==> src/rtl/cpu_pkg.sv <==
// Shared datapath types and register-file geometry for the decode, operand fetch,
// register file and execute stages.
package cpu_pkg;

    localparam int REG_SIZE = 64;
    localparam int NUM_REG  = 32;
    localparam int IDX_W    = $clog2(NUM_REG);

    typedef logic [IDX_W-1:0]    reg_idx_t;
    typedef logic [REG_SIZE-1:0] word_t;

    localparam reg_idx_t ZERO_REG = reg_idx_t'(31);

endpackage

==> src/rtl/operand_bypass.sv <==
// Resolves one source operand: XZR reads as zero, otherwise a same-cycle writeback
// wins over the register file value that does not yet reflect it.
module operand_bypass
    import cpu_pkg::*;
(
    input  reg_idx_t src,
    input  word_t    rf_data,
    input  logic     wb_regwrite,
    input  reg_idx_t wb_rd,
    input  word_t    wb_data,
    output word_t    operand
);

    always_comb begin
        operand = rf_data;
        // src != ZERO_REG on the bypass path, so a write aimed at XZR never matches.
        if (src == ZERO_REG) begin
            operand = '0;
        end else if (wb_regwrite && (wb_rd == src)) begin
            operand = wb_data;
        end
    end

endmodule

==> src/rtl/operand_fetch_stage.sv <==
// Decode->execute pipeline register around the register file read ports, with
// writeback bypass on capture and writeback refresh of operands held during a stall.
module operand_fetch_stage
    import cpu_pkg::*;
(
    input  logic     clk,
    input  logic     reset,
    input  logic     in_valid,
    output logic     in_ready,
    input  reg_idx_t in_rs1,
    input  reg_idx_t in_rs2,
    input  reg_idx_t in_rd,
    input  logic     in_regwrite,
    input  logic     flush,
    output reg_idx_t rf_rreg1,
    output reg_idx_t rf_rreg2,
    input  word_t    rf_rdata1,
    input  word_t    rf_rdata2,
    input  logic     wb_regwrite,
    input  reg_idx_t wb_rd,
    input  word_t    wb_data,
    output logic     out_valid,
    input  logic     out_ready,
    output word_t    out_op1,
    output word_t    out_op2,
    output reg_idx_t out_rd,
    output logic     out_regwrite
);

    logic     valid_q, valid_d;
    logic     regwrite_q, regwrite_d;
    reg_idx_t rd_q, rd_d;
    reg_idx_t rs_q [2];
    reg_idx_t rs_d [2];
    word_t    op_q [2];
    word_t    op_d [2];

    reg_idx_t src_idx  [2];
    word_t    src_data [2];
    word_t    resolved [2];
    logic     capture;

    assign rf_rreg1 = in_rs1;
    assign rf_rreg2 = in_rs2;

    assign src_idx[0]  = in_rs1;
    assign src_idx[1]  = in_rs2;
    assign src_data[0] = rf_rdata1;
    assign src_data[1] = rf_rdata2;

    genvar gi;
    generate
        for (gi = 0; gi < 2; gi++) begin : g_bypass
            operand_bypass u_bypass (
                .src         (src_idx[gi]),
                .rf_data     (src_data[gi]),
                .wb_regwrite (wb_regwrite),
                .wb_rd       (wb_rd),
                .wb_data     (wb_data),
                .operand     (resolved[gi])
            );
        end
    endgenerate

    assign in_ready = !valid_q || out_ready;
    assign capture  = in_valid && in_ready && !flush;

    always_comb begin
        valid_d    = valid_q;
        regwrite_d = regwrite_q;
        rd_d       = rd_q;
        rs_d       = rs_q;
        op_d       = op_q;
        // Flush only kills the entry; data fields keep their last (known) values.
        if (flush) begin
            valid_d    = 1'b0;
            regwrite_d = 1'b0;
        end else if (capture) begin
            valid_d    = 1'b1;
            regwrite_d = in_regwrite;
            rd_d       = in_rd;
            rs_d[0]    = in_rs1;
            rs_d[1]    = in_rs2;
            op_d       = resolved;
        end else if (valid_q && out_ready) begin
            valid_d    = 1'b0;
            regwrite_d = 1'b0;
        end else if (valid_q) begin
            // Stalled: a writeback to a held source would otherwise be lost.
            for (int i = 0; i < 2; i++) begin
                if (wb_regwrite && (wb_rd == rs_q[i]) && (rs_q[i] != ZERO_REG)) begin
                    op_d[i] = wb_data;
                end
            end
        end
    end

    always_ff @(posedge clk or negedge reset) begin
        if (!reset) begin
            valid_q    <= 1'b0;
            regwrite_q <= 1'b0;
            rd_q       <= '0;
            for (int i = 0; i < 2; i++) begin
                rs_q[i] <= '0;
                op_q[i] <= '0;
            end
        end else begin
            valid_q    <= valid_d;
            regwrite_q <= regwrite_d;
            rd_q       <= rd_d;
            rs_q       <= rs_d;
            op_q       <= op_d;
        end
    end

    assign out_valid    = valid_q;
    assign out_regwrite = regwrite_q;
    assign out_rd       = rd_q;
    assign out_op1      = op_q[0];
    assign out_op2      = op_q[1];

endmodule

==> config.mk <==
export PLATFORM = sky130hd
export DESIGN_NAME = operand_fetch_stage
export DESIGN_NICKNAME = d
export VERILOG_FILES = /design/src/rtl/cpu_pkg.sv /design/src/rtl/operand_bypass.sv /design/src/rtl/operand_fetch_stage.sv
export SDC_FILE = /design/constraint.sdc
export NUM_CORES = 1
export LEC_CHECK = 0
export BUFFER_PORTS_ARGS = -buffer_cell sky130_fd_sc_hd__buf_2
export CAP_MARGIN = 20
export CORE_AREA = 8 8 148 150
export CTS_CLUSTER_DIAMETER = 50
export DETAILED_ROUTE_END_ITERATION = 10
export DIE_AREA = 0 0 156 158
export PLACE_DENSITY_LB_ADDON = 0.08
export RECOVER_POWER = 100
export SYNTH_ARGS = -nofsm -noshare
export SYNTH_HDL_FRONTEND = slang
export SYNTH_SLANG_ARGS = --single-unit
==> constraint.sdc <==
create_clock -name clk -period 2.6 [get_ports clk]
set_input_delay 0.26 -clock clk [delete_from_list [all_inputs] [get_ports clk]]
set_output_delay 0.26 -clock clk [all_outputs]
set_load 0.005 [all_outputs]
==> metrics.txt <==
synthesized net count 1273; PD cells 612 nW/um^2; commonest non-fill, non-tap cells in the layout 241 x buf_2, 145 x dfrtp_1, 133 x nor2_1; dominant synthesized flop cell dfrtp_1; Sw Ratio 0.320; die footprint 24600 um^2; Core Area 19700 um^2; Die X 156 um; initial core utilization 0.484; TritonCTS buffer count 17; CP max FO 30; outcome finished with violations; commonest non-fill, non-tap cell in the layout buf_2; Tot Pwr 0.00724 W; VDD IR max 0.452 mV; area of the multi-input gates 5270 um^2; setup repair after global routing missed its margin false; EDFF count, synth 0; Avg Cell Area, Syn 9.05 um^2; switching pwr 0.00232 W; port buffer count 364; Cell Area, Synth 9540 um^2; layout cell share with drive strength beyond 1 0.320; fin. max-slew vios 62; antenna violations before repair 7; final net count 1564; maxcap violations 1; clock sinks 145; CP Data Required Time 2.93 ns; element type at the critical path end flop; number of hold violations in the final report 0; Synth Warn # 0; final worst path period need 2.35 ns; largest net degree at the start of global routing 65; CP arrival 2.68 ns; CP Class reg -> reg; Layout area overhead 24.1%; failing checks capacitance limit, slew limit; Setup Total Neg Slack 0 ns; Comb pwr share 0.256; dpl ws 0.388 ns; Seq cells post-synth 145; root buf cell clkbuf_16; Clock power frac 0.339; GR Overflow Total 0; sequential share of power 0.405; Clock Skew 0.0122 ns; synthesized netlist cell count 1054; vias per inst 6.17; final worst-path cycle share 0.902; Post CTS Setup Buffer Count 0; Detailed Route WL 39.0 mm; Util after Layout 0.601; hold crit path type in -> reg; first-pass GRT wire length 59.3 mm; setup ws final 0.255 ns; Seq/Total Area, Yosys 0.380; DP Wirelength 25.8 mm; hold-fix buffers at CTS 1; DR iter-0 viols 820; overall routing resource usage 0.309; H-tree Lvls 4; Fillers 1875; IO Pins 365; Storage cell area 3630 um^2; Worst setup SP type flop; worst slew pin tran 1.76 ns; row count 52; Final Wtd Congestion 0.896; fraction of registers with async set/reset 1.00; Antenna Nets Post-Route 0; internal power 0.00493 W; vias 10090; CTS tree built; Chip Height 158 um; DRT Pass-1 Iters 5; Clock Latency Late Sink 0.42 ns; Worst-path clk slew 0.07 ns; Fmax 0.426 GHz; drt drc 0; LEAKAGE 4.74 nW; Worst slew margin -0.174; final setup vio count 0; CTS resizes 0; routed len/inst 23.8 um; vias in the first global route 10255; post-synth cell types 41; clk buf depth 2
[per-layer routing]
layer / share of wire / track usage / vias up
li1: - / - / 4512
met1: 0.39 / 0.385 / 4903
met2: 0.48 / 0.496 / 579
met3: 0.091 / 0.0762 / 94
met4: 0.038 / 0.144 / 2
met5: 0.00033 / 0 / -
[path summary, 6_finish.rpt]
check	from	endpoint	slack, ns	cells after the start
setup reg to reg	rs_q[6]$_DFFE_PN0P_	out_op1[40]$_DFFE_PN0P_	0.25	6
hold reg to reg	out_rd[4]$_DFFE_PN0P_	out_rd[4]$_DFFE_PN0P_	0.50	1
max in group asynchronous	reset	out_op2[60]$_DFFE_PN0P_	0.69	3
setup / recovery	rs_q[6]$_DFFE_PN0P_	out_op1[40]$_DFFE_PN0P_	0.25	6
hold / removal	in_rd[2]	out_rd[2]$_DFFE_PN0P_	0.06	2
min in group asynchronous	reset	out_op1[51]$_DFFE_PN0P_	0.82	2
[per-stage QoR]
stage / hold slack, ns / cell area, um^2 / cells
floorplan: -0.0356 / 9540 / 1054
global placement: 0.302 / 11500 / 1595
detailed placement: 0.309 / 11500 / 1595
CTS: 0.0453 / 12100 / 1628
global route: 0.0559 / 11800 / 1634
finish: 0.0610 / 11800 / 1635
[power groups by stage]
stage	registers [W]	clock network [W]	logic [W]
after detailed placement	0.00295	0	0.00195
final	0.00293	0.00245	0.00186
after global routing	0.00298	0.00257	0.00203
after floorplan	0.00295	0	0.000942
after global placement	0.00295	0	0.00192
after CTS	0.00292	0.00249	0.00195
[worst max-delay path: stages, from the launching register on]
cell       delay, ns
dfrtp_1         0.40
xor2_1          0.15
nor4_1          0.30
o21ai_1         0.24
o21ai_4         0.24
clkbuf_2        0.69
a2bb2oi_1       0.22
[cell usage after synthesis (7+ instances only)]
cell	n	share of area
mux2_2	13	0.015
a211oi_2	10	0.013
nor2_1	133	0.052
o21ba_2	64	0.067
o22ai_1	28	0.018
dfrtp_1	145	0.38
nor2b_1	65	0.043
clkbuf_1	68	0.027
o22ai_2	36	0.047
buf_6	8	0.0094
buf_4	13	0.010
a211oi_1	118	0.093
xnor2_1	10	0.0092
buf_2	37	0.019
a21oi_1	129	0.068
a2bb2oi_1	64	0.059
o21ai_0	67	0.035
xor2_1	7	0.0064
[sequential cells by signal (all words and copies together), names as in the netlist]
| name | count |
|---|---|
| out_regwrite | 1 |
| out_rd | 5 |
| out_op1 | 64 |
| rs_q | 10 |
| out_op2 | 64 |
| out_valid | 1 |
[cell families (layout without fill, tap and decap cells)]
kind of cell / count (synthesis) / after routing / share of synthesized area
AO/OA/AOI/OAI: 525 / 525 / 0.409
AND/OR/NAND/NOR: 220 / 220 / 0.109
multiplexers: 13 / 13 / 0.0153
buffers and inverters: 133 / 437 / 0.0686
XOR/XNOR: 18 / 18 / 0.0173
other: 0 / 7 / 0
flip-flops: 145 / 145 / 0.380
[area by class of cell]
cell class / count / share of cell area
diodes: 7 / 0.00148
flip-flops and latches: 145 / 0.306
clock inverters: 12 / 0.0114
clock buffers: 20 / 0.0369
multi-input cells: 776 / 0.445
well taps: 270 / 0.0285
repair buffers: 400 / 0.169
inverters: 5 / 0.00158
(Power assumes the default switching activity.)
